### config.mk
export PLATFORM = sky130hd
export DESIGN_NAME = knap_search
export DESIGN_NICKNAME = d
export VERILOG_FILES = /design/src/rtl/knap_pkg.sv /design/src/rtl/knap_ctz18.sv /design/src/rtl/knap_search.sv
export SDC_FILE = /design/constraint.sdc
export NUM_CORES = 1
export LEC_CHECK = 0
export CORE_UTILIZATION = 55
export DETAILED_ROUTE_END_ITERATION = 10
export PLACE_DENSITY = 0.73
export SYNTH_ARGS = -nofsm -noshare
export SYNTH_HDL_FRONTEND = slang
export SYNTH_SLANG_ARGS = --single-unit
### constraint.sdc
create_clock -name clk -period 9.2 [get_ports clk]
set_input_delay 1.84 -clock clk [delete_from_list [all_inputs] [get_ports clk]]
set_output_delay 1.84 -clock clk [all_outputs]
set_load 0.005 [all_outputs]
### src/rtl/knap_pkg.sv
// Shared types and sizes for the knapsack search engine.
package knap_pkg;
    localparam int N_ITEMS = 18;
    localparam int COEF_W  = 8;
    localparam int SUM_W   = 13;
    localparam int IDX_W   = 5;

    typedef enum logic [1:0] {
        ST_IDLE = 2'd0,
        ST_RUN  = 2'd1,
        ST_DONE = 2'd2
    } state_t;

    typedef struct packed {
        logic [COEF_W-1:0] value;
        logic [COEF_W-1:0] weight;
        logic [COEF_W-1:0] volume;
    } coef_t;
endpackage

### src/rtl/knap_ctz18.sv
// Trailing-zero index of an 18-bit value; result is 0 for a zero input.
module knap_ctz18
    import knap_pkg::*;
(
    input  logic [N_ITEMS-1:0] value,
    output logic [IDX_W-1:0]   idx
);
    always_comb begin
        idx = '0;
        // scan downwards so the lowest set bit is the final assignment
        for (int i = N_ITEMS - 1; i >= 0; i--) begin
            if (value[i]) idx = IDX_W'(i);
        end
    end
endmodule

### src/rtl/knap_search.sv
// Exhaustive Gray-order knapsack search: one candidate selection per RUN cycle.
//   state   | meaning
//   IDLE    | waiting for start; coefficient writes accepted
//   RUN     | evaluating one candidate per cycle
//   DONE    | one-cycle completion pulse, result valid
module knap_search
    import knap_pkg::*;
#(
    parameter int SEL_BITS = N_ITEMS
) (
    input  logic                clk,
    input  logic                rst_n,
    input  logic                cfg_we,
    input  logic [IDX_W-1:0]    cfg_idx,
    input  logic [COEF_W-1:0]   cfg_value,
    input  logic [COEF_W-1:0]   cfg_weight,
    input  logic [COEF_W-1:0]   cfg_volume,
    input  logic [SUM_W-1:0]    min_value,
    input  logic [SUM_W-1:0]    max_weight,
    input  logic [SUM_W-1:0]    max_volume,
    input  logic                start,
    input  logic                abort,
    output logic                busy,
    output logic                done,
    output logic                res_valid,
    output logic                found,
    output logic [N_ITEMS-1:0]  best_sel,
    output logic [SUM_W-1:0]    best_value
);
    localparam logic [N_ITEMS-1:0] LAST_CNT = N_ITEMS'((64'd1 << SEL_BITS) - 64'd1);

    state_t             state, state_nxt;
    coef_t              coef_ram [N_ITEMS];
    logic [SUM_W-1:0]   min_q, maxw_q, maxv_q;
    logic [SUM_W-1:0]   val_sum, wt_sum, vol_sum;
    logic [N_ITEMS-1:0] sel, cnt, cnt_nxt, tog_mask;
    logic [IDX_W-1:0]   tog_idx;
    logic               last_cnt, cand_pass, cand_better, adding, cfg_wr, take_start;
    coef_t              tog_coef;

    always_ff @(posedge clk or negedge rst_n) begin
        if (!rst_n) state <= ST_IDLE;
        else        state <= state_nxt;
    end

    always_comb begin
        state_nxt = state;
        busy      = 1'b0;
        done      = 1'b0;
        case (state)
            ST_IDLE: begin
                if (start) state_nxt = ST_RUN;
            end
            ST_RUN: begin
                busy = 1'b1;
                if (abort)         state_nxt = ST_IDLE;
                else if (last_cnt) state_nxt = ST_DONE;
            end
            ST_DONE: begin
                done      = 1'b1;
                state_nxt = ST_IDLE;
            end
            default: state_nxt = ST_IDLE;
        endcase
    end

    assign take_start = (state == ST_IDLE) && start;
    assign cfg_wr     = (state == ST_IDLE) && cfg_we && !start && (cfg_idx < IDX_W'(N_ITEMS));

    always_ff @(posedge clk or negedge rst_n) begin
        if (!rst_n) begin
            for (int i = 0; i < N_ITEMS; i++) coef_ram[i] <= '0;
        end else if (cfg_wr) begin
            coef_ram[cfg_idx] <= '{value: cfg_value, weight: cfg_weight, volume: cfg_volume};
        end
    end

    // Gray step: the bit that flips next is the trailing-zero index of cnt+1
    assign cnt_nxt  = cnt + N_ITEMS'(1);
    assign last_cnt = (cnt == LAST_CNT);

    knap_ctz18 u_ctz (
        .value (cnt_nxt),
        .idx   (tog_idx)
    );

    assign tog_mask    = N_ITEMS'(1) << tog_idx;
    assign tog_coef    = coef_ram[tog_idx];
    assign adding      = ~|(sel & tog_mask);
    assign cand_pass   = (val_sum >= min_q) && (wt_sum <= maxw_q) && (vol_sum <= maxv_q);
    assign cand_better = cand_pass && (!found || (val_sum > best_value));

    always_ff @(posedge clk or negedge rst_n) begin
        if (!rst_n) begin
            min_q      <= '0;
            maxw_q     <= '0;
            maxv_q     <= '0;
            sel        <= '0;
            cnt        <= '0;
            val_sum    <= '0;
            wt_sum     <= '0;
            vol_sum    <= '0;
            best_sel   <= '0;
            best_value <= '0;
            found      <= 1'b0;
            res_valid  <= 1'b0;
        end else if (take_start) begin
            min_q      <= min_value;
            maxw_q     <= max_weight;
            maxv_q     <= max_volume;
            sel        <= '0;
            cnt        <= '0;
            val_sum    <= '0;
            wt_sum     <= '0;
            vol_sum    <= '0;
            best_sel   <= '0;
            best_value <= '0;
            found      <= 1'b0;
            res_valid  <= 1'b0;
        end else if ((state == ST_RUN) && !abort) begin
            // strict > keeps the earliest candidate on equal value
            if (cand_better) begin
                best_sel   <= sel;
                best_value <= val_sum;
                found      <= 1'b1;
            end
            if (last_cnt) begin
                res_valid <= 1'b1;
            end else begin
                cnt <= cnt_nxt;
                sel <= sel ^ tog_mask;
                if (adding) begin
                    val_sum <= val_sum + SUM_W'(tog_coef.value);
                    wt_sum  <= wt_sum  + SUM_W'(tog_coef.weight);
                    vol_sum <= vol_sum + SUM_W'(tog_coef.volume);
                end else begin
                    val_sum <= val_sum - SUM_W'(tog_coef.value);
                    wt_sum  <= wt_sum  - SUM_W'(tog_coef.weight);
                    vol_sum <= vol_sum - SUM_W'(tog_coef.volume);
                end
            end
        end
    end
endmodule

### After elaboration in Yosys (flattened, before gate mapping)

Index checks and enable logic that the tools add are counted.
W data, S select, Z words.

| storage, ports and cells | value |
|---|---|
| register bits after elaboration | 581 |
| input port bits | 73 |
| output and inout bits | 35 |
| word-level logic and storage cells | 175 |

| operators by class | value |
|---|---|
| add/sub/neg operators | 7 |
| magnitude comparators | 8 |
| equality and inequality tests | 6 |
| shift operators | 1 |
| muxes and demuxes | 60 |
| bitwise operators | 4 |
| reductions and logical operators | 22 |

Operator list:

| kind | count |
|---|---|
| $bwmux W432 | 1 |
| $mux W13 | 15 |
| $mux W18 | 9 |
| $bmux W24 S5 | 1 |
| $demux W24 S5 | 1 |
| $mux W5 | 18 |
| $mux W24 | 3 |
| $add A13 B8 Y13 | 3 |
| $sub A13 B8 Y13 | 3 |
| $le A13 B13 Y1 | 2 |
| $add A18 B1 Y18 const B | 1 |
| $and A18 B18 Y18 | 1 |
| $eq A18 B18 Y1 const B | 1 |
| $reduce_or A18 Y1 | 1 |
| $shl A1 B5 Y18 const A | 1 |
| $xor A18 B18 Y18 | 1 |
| $ge A13 B13 Y1 | 1 |
| $gt A13 B13 Y1 | 1 |
| $ge A6 B6 Y1 const B | 2 |
| $not A5 Y6 | 2 |
| $logic_and A1 B1 Y1 | 9 |
| $mux W1 | 8 |
| $reduce_and A2 Y1 | 4 |
| $lt A6 B1 Y1 const B | 1 |
| 12 further kinds | 18 |

### Depth between registers and ports, before layout

| logic depth | value |
|---|---|
| depth in word-level cells | 28 |
| depth in mapped cells | 39 |
| depth with buffers taken out | 31 |

### By module

A second synthesis with hierarchy kept.

| unflattened totals | value |
|---|---|
| cells, all modules | 2416 |
| area, all modules | 29707.2 um^2 |

Modules (own cells, without submodules):

| module | instances | cells each | area each (um^2) | sequential area each (um^2) |
|---|---|---|---|---|
| knap_search | 1 | 2382 | 29499.5 | 14538.9 |
| knap_ctz18 | 1 | 34 | 207.7 | 0.0 |

### Least setup slack after synthesis

Ideal clock, no wire load.

| timing path | value |
|---|---|
| path kind | flip-flop to flip-flop |
| start | register cnt[0] |
| end | register wt_sum[12] |
| setup time | 87 ps |
| arrival | 7164 ps |
| data required time | 9113 ps |
| setup slack | 1950 ps |
| cell stages (with the launch flop) | 38 |
| buffers on the path | 9 |
| period minus slack after synthesis | 7250 ps |
| cell sequence | dfrtp_1 > ha_1 > and4_1 > buf_2 > nand4_1 > a221o_1 > a221oi_1 > nor2_1 > buf_2 > nor2_2 > buf_6 > buf_6 > buf_6 > buf_4 > buf_4 > nor3_1 > ha_1 > or4_1 > [... 2 more ...] > clkbuf_1 > nor2_1 > xor2_1 > ha_1 > nor2b_1 > o21ai_0 > a21boi_0 > o21ai_0 > a21boi_0 > o21ai_0 > nand2b_1 > a21o_1 > a21o_1 > a21o_1 > a21oi_1 > nor3b_1 > mux2i_1 > o211ai_1 |

| between the ends | value |
|---|---|
| cells in the longest elaborated chain, start to end | 28 |
| elaborated cells between the ends (all ways) | 35 |
| classes of those cells | add/sub (3); eq/ne (2); shift (1); mux (25); bitwise (2); reduce/logical (2) |

Ends and longest elaborated chain:

| element | RTL line | text |
|---|---|---|
| from (decl) | knap_search.sv:36 | `logic [N_ITEMS-1:0] sel, cnt, cnt_nxt, tog_mask;` |
| from (signal assigned) | knap_search.sv:130 | `cnt <= cnt_nxt;` |
| $add A18 B1 Y18 | knap_search.sv:79 | `assign cnt_nxt = cnt + N_ITEMS'(1);` |
| $mux W5 (18 in series) | knap_ctz18.sv:12 | `if (value[i]) idx = IDX_W'(i);` |
| $not A5 Y6 (implied by the code) | knap_search.sv:88 | `assign tog_coef = coef_ram[tog_idx];` |
| $bmux W24 S5 | knap_search.sv:88 |  |
| $mux W24 (implied by the code) (2 in series) | knap_search.sv:88 |  |
| $add A13 B8 Y13 / $sub A13 B8 Y13 (equally long branches) | knap_search.sv:134, knap_search.sv:138 |  |
| $mux W13 | knap_search.sv:132 | `if (adding) begin` |
| $mux W13 | knap_search.sv:127 | `if (last_cnt) begin` |
| $mux W13 | knap_search.sv:120 | `end else if ((state == ST_RUN) && !abort) begin` |
| $mux W13 | knap_search.sv:107 | `end else if (take_start) begin` |
| to (signal assigned) | knap_search.sv:134 | `wt_sum <= wt_sum + SUM_W'(tog_coef.weight);` |
| to (signal assigned) | knap_search.sv:138 | `wt_sum <= wt_sum - SUM_W'(tog_coef.weight);` |
| to (decl) | knap_search.sv:35 | `logic [SUM_W-1:0] val_sum, wt_sum, vol_sum;` |

Several ways; a longest one is shown, not always the timed one. The select of a mux whose other input is x is not followed.
A chain may end at the register's enable or synchronous reset.

### Final worst setup path

| timing path | value |
|---|---|
| start | register cnt[1] |
| end | register val_sum[12] |

| between the ends | value |
|---|---|
| cells in the longest elaborated chain, start to end | 28 |
| elaborated cells between the ends (all ways) | 35 |
| classes of those cells | add/sub (3); eq/ne (2); shift (1); mux (25); bitwise (2); reduce/logical (2) |

Ends and longest elaborated chain:

| element | RTL line | text |
|---|---|---|
| $add A18 B1 Y18 | knap_search.sv:79 |  |
| $mux W5 (18 in series) | knap_ctz18.sv:12 |  |
| $not A5 Y6 (implied by the code) | knap_search.sv:88 |  |
| $bmux W24 S5 | knap_search.sv:88 |  |
| $mux W24 (implied by the code) (2 in series) | knap_search.sv:88 |  |
| $add A13 B8 Y13 / $sub A13 B8 Y13 (equally long branches) | knap_search.sv:133, knap_search.sv:137 |  |
| $mux W13 | knap_search.sv:132 |  |
| $mux W13 | knap_search.sv:127 |  |
| $mux W13 | knap_search.sv:120 |  |
| $mux W13 | knap_search.sv:107 |  |
| to (signal assigned) | knap_search.sv:133 | `val_sum <= val_sum + SUM_W'(tog_coef.value);` |
| to (signal assigned) | knap_search.sv:137 | `val_sum <= val_sum - SUM_W'(tog_coef.value);` |
| to (decl) | knap_search.sv:35 |  |

Several ways; a longest one is shown, not always the timed one. The select of a mux whose other input is x is not followed.

==> summary.txt <==
share of cells above drive strength 1: 0.2400
Post-synth ARST share: 1.000
Slew Limit Fails: 0
clock transition at the registers of the reported paths: 0.06 ns
Initial Util: 0.5557
hpwl dp: 52950 um
CTS resizes: 0
critical path capture point type: flop
CTS Buf Count: 60
Pwr Density: 254.4 nW/um2
CP Data Required Time: 9.72 ns
Remaining DRCs: 0
root buffer cell: clkbuf_16
Yosys reg bits: 581
final core occ: 0.6263
DRT Wirelength: 85250 um
first-pass GRT wire length: 133200 um
Via Count: 22610
most frequent cells in the layout: dfrtp_1, mux2_2, nand2_1
DIE WIDTH: 237.7 um
Post-CTS Hold Fix Bufs: 0
Max-Cap Viols: 0
Mapped Cells: 2764
Antenna diodes: 0
slew margin rel.: 0.2403
Worst VDD drop: 0.1963 mV
Peak Freq: 0.1156 GHz
Max Root-Sink Buffers: 3
Worst setup SP type: flop
Final GP Congestion: 0.9100
Via-to-Cell Ratio: 6.298
crit path max-delay cell type: o311a_2
final non-filler cell total: 3590
Die Height: 237.7 um
Area Overhead vs Synth: 12.72%
hold crit path type: flop to flop
I/O pins: 108
placed cells: 3480
Pleak: 16.47 nW
Worst-Margin Slew: 1.132 ns
Pwr Total: 8.761 mW
Period Utilization, post-route: 0.9405
CTS tree: done
status: finished, final reports clean
GR Util All Layers: 0.3049
hold depth: 1
worst reg2reg path depth: 29
fin nets: 2980
final hold vios: 0
YS warnings: 0
unrepaired setup endpoints after global routing: false
Post-CTS Setup Inserts: 0
Final WS setup: 0.5476 ns
worst slack, placed: 0.7980 ns
Iter 0 DRT Violations: 1935
Fin Setup TNS: 0 ns
number of H-tree levels: 2
Worst Path Max Fanout: 49
Synth Flop Type: dfrtp_1
I/O Buffers: 107
Clk Latency, worst-skew pair: 0.67 ns
Post-Syn Area per Cell: 11.05 um2
crit-path max cell delay: 1.07 ns
vias in the first global route: 23180
gr ovfl total: 0
largest net degree at the start of global routing: 155
sequential-to-total area share from yosys stat: 0.4758
Hold Crit Start: res_valid$_DFFE_PN0P_
# clock sinks: 581
number of synthesized flops with an enable pin: 0
routed len/inst: 23.75 um
Crit. Startpoint: cnt[1]$_DFFE_PN0P_
count of cell types in the netlist: 89
skew final: 0.04269 ns
Fillers: 4289
Final ANT Viol Nets: 0
Crit Path Category: flop to flop
FF-to-FF End: val_sum[12]$_DFFE_PN0P_
FF-to-FF Start: cnt[1]$_DFFE_PN0P_
initial antenna violation count: 0
final setup violating endpoints: 0
Rows: 86
core box area: 54990 um2
Post-Syn Nets: 2950
R2R Setup Slk: 0.55 ns
post-synthesis cell area: 30550 um2
Period minus WS final: 8.652 ns
die area: 56500 um2
drt pass-1 iters: 6
Worst Hold End: res_valid$_DFFE_PN0P_
most common cell after layout, fill and taps aside: dfrtp_1
crit path DAT: 9.17 ns
## state kept, by name, summed over array words and instances (netlist names)
| register | count |
|---|---|
| vol_sum | 13 |
| min_q | 13 |
| found | 1 |
| maxv_q | 13 |
| coef_ram | 432 |
| state | 2 |
| res_valid | 1 |
| best_sel | 18 |
| wt_sum | 13 |
| best_value | 13 |
| maxw_q | 13 |
| cnt | 18 |
| val_sum | 13 |
| sel | 18 |
## power by group
group	total [mW]	switching, mW	internal, mW	leakage, nW
Clock	2.58	1.07	1.51	1.03
Combinational	3.16	1.83	1.33	7.57
Sequential	3.02	0.205	2.82	7.86
## layout make-up
| type | instances | area [um2] | area share |
|---|---|---|---|
| Clock inverter | 30 | 395.4 | 0.01148 |
| Inverter | 118 | 442.9 | 0.01286 |
| Timing Repair Buffer | 165 | 1562 | 0.04534 |
| Multi-Input combinational cell | 1868 | 14850 | 0.4311 |
| Tap cell | 748 | 935.9 | 0.02718 |
| Sequential cell | 581 | 14540 | 0.4222 |
| Clock buffer | 80 | 1717 | 0.04985 |
## metrics by stage
step / hold slack, ns / instance area, um2
2_1_floorplan: 0.4688 / 30550
3_3_place_gp: 0.4794 / 32330
3_5_place_dp: 0.4851 / 32330
4_1_cts: 0.4987 / 34440
5_1_grt: 0.5147 / 34440
6_report: 0.4953 / 34440
## worst max-delay path, delay by kind of cell (launching register included)
kind | cells | cell delay (ns)
AO/OA/AOI/OAI | 12 | 3.16
XOR/XNOR | 2 | 0.44
adder cells (fa/ha/maj) | 3 | 0.99
buffers and inverters | 2 | 0.75
flip-flops | 1 | 0.52
multiplexers | 1 | 0.09
AND/OR/NAND/NOR | 9 | 2.54
## synth_stat cells, drive strengths merged (15+ instances only)
cell,number,area (um2)
a21oi,93,465.5
inv,118,442.9
ha,110,1376
nor2b,20,125.1
clkbuf,143,538.0
o31ai,21,176.4
a221oi,53,476.7
a22oi,21,157.7
a31oi,15,100.1
nand4,19,133.9
xnor2,39,341.6
nand2b,19,118.9
nor2,59,226.5
nor4,15,93.84
o21a,22,165.2
dfrtp,581,14540
nand3,83,425.4
a221o,15,150.1
a21o,28,210.2
mux2,477,5375
buf,54,287.8
o21ai,166,834.6
o211ai,22,170.2
nand2,266,998.5
mux2i,91,910.9
nor3,26,130.1
xor2,21,183.9
## cell families after synthesis
group	after synthesis	share of synthesized area
flip-flops	581	0.4758
AND/OR/NAND/NOR	574	0.08964
multiplexers	568	0.2057
AO/OA/AOI/OAI	553	0.1231
buffers and inverters	315	0.04152
adder cells (fa/ha/maj)	113	0.04701
XOR/XNOR	60	0.01720
## routing by layer
| metal | vias to the layer above | GRT usage | wire [um] |
|---|---|---|---|
| met4 | 0 | 0.1345 | 3940 |
| met3 | 244 | 0.06097 | 6752 |
| li1 | 10030 | - | - |
| met1 | 11430 | 0.3972 | 34480 |
| met5 | - | 0 | 0 |
| met2 | 902 | 0.4937 | 40080 |
## worst max-delay path by stage
stage / depth (start not counted) / slack, ns / to
detailed placement: 29 / 0.80 / val_sum[12]$_DFFE_PN0P_
global route: 29 / 0.03 / val_sum[12]$_DFFE_PN0P_
global placement: 29 / 1.18 / val_sum[12]$_DFFE_PN0P_
floorplan: 37 / 1.95 / wt_sum[12]$_DFFE_PN0P_
CTS: 29 / 0.68 / val_sum[12]$_DFFE_PN0P_
finish: 29 / 0.55 / val_sum[12]$_DFFE_PN0P_
Power figures use the tool's default switching activity.
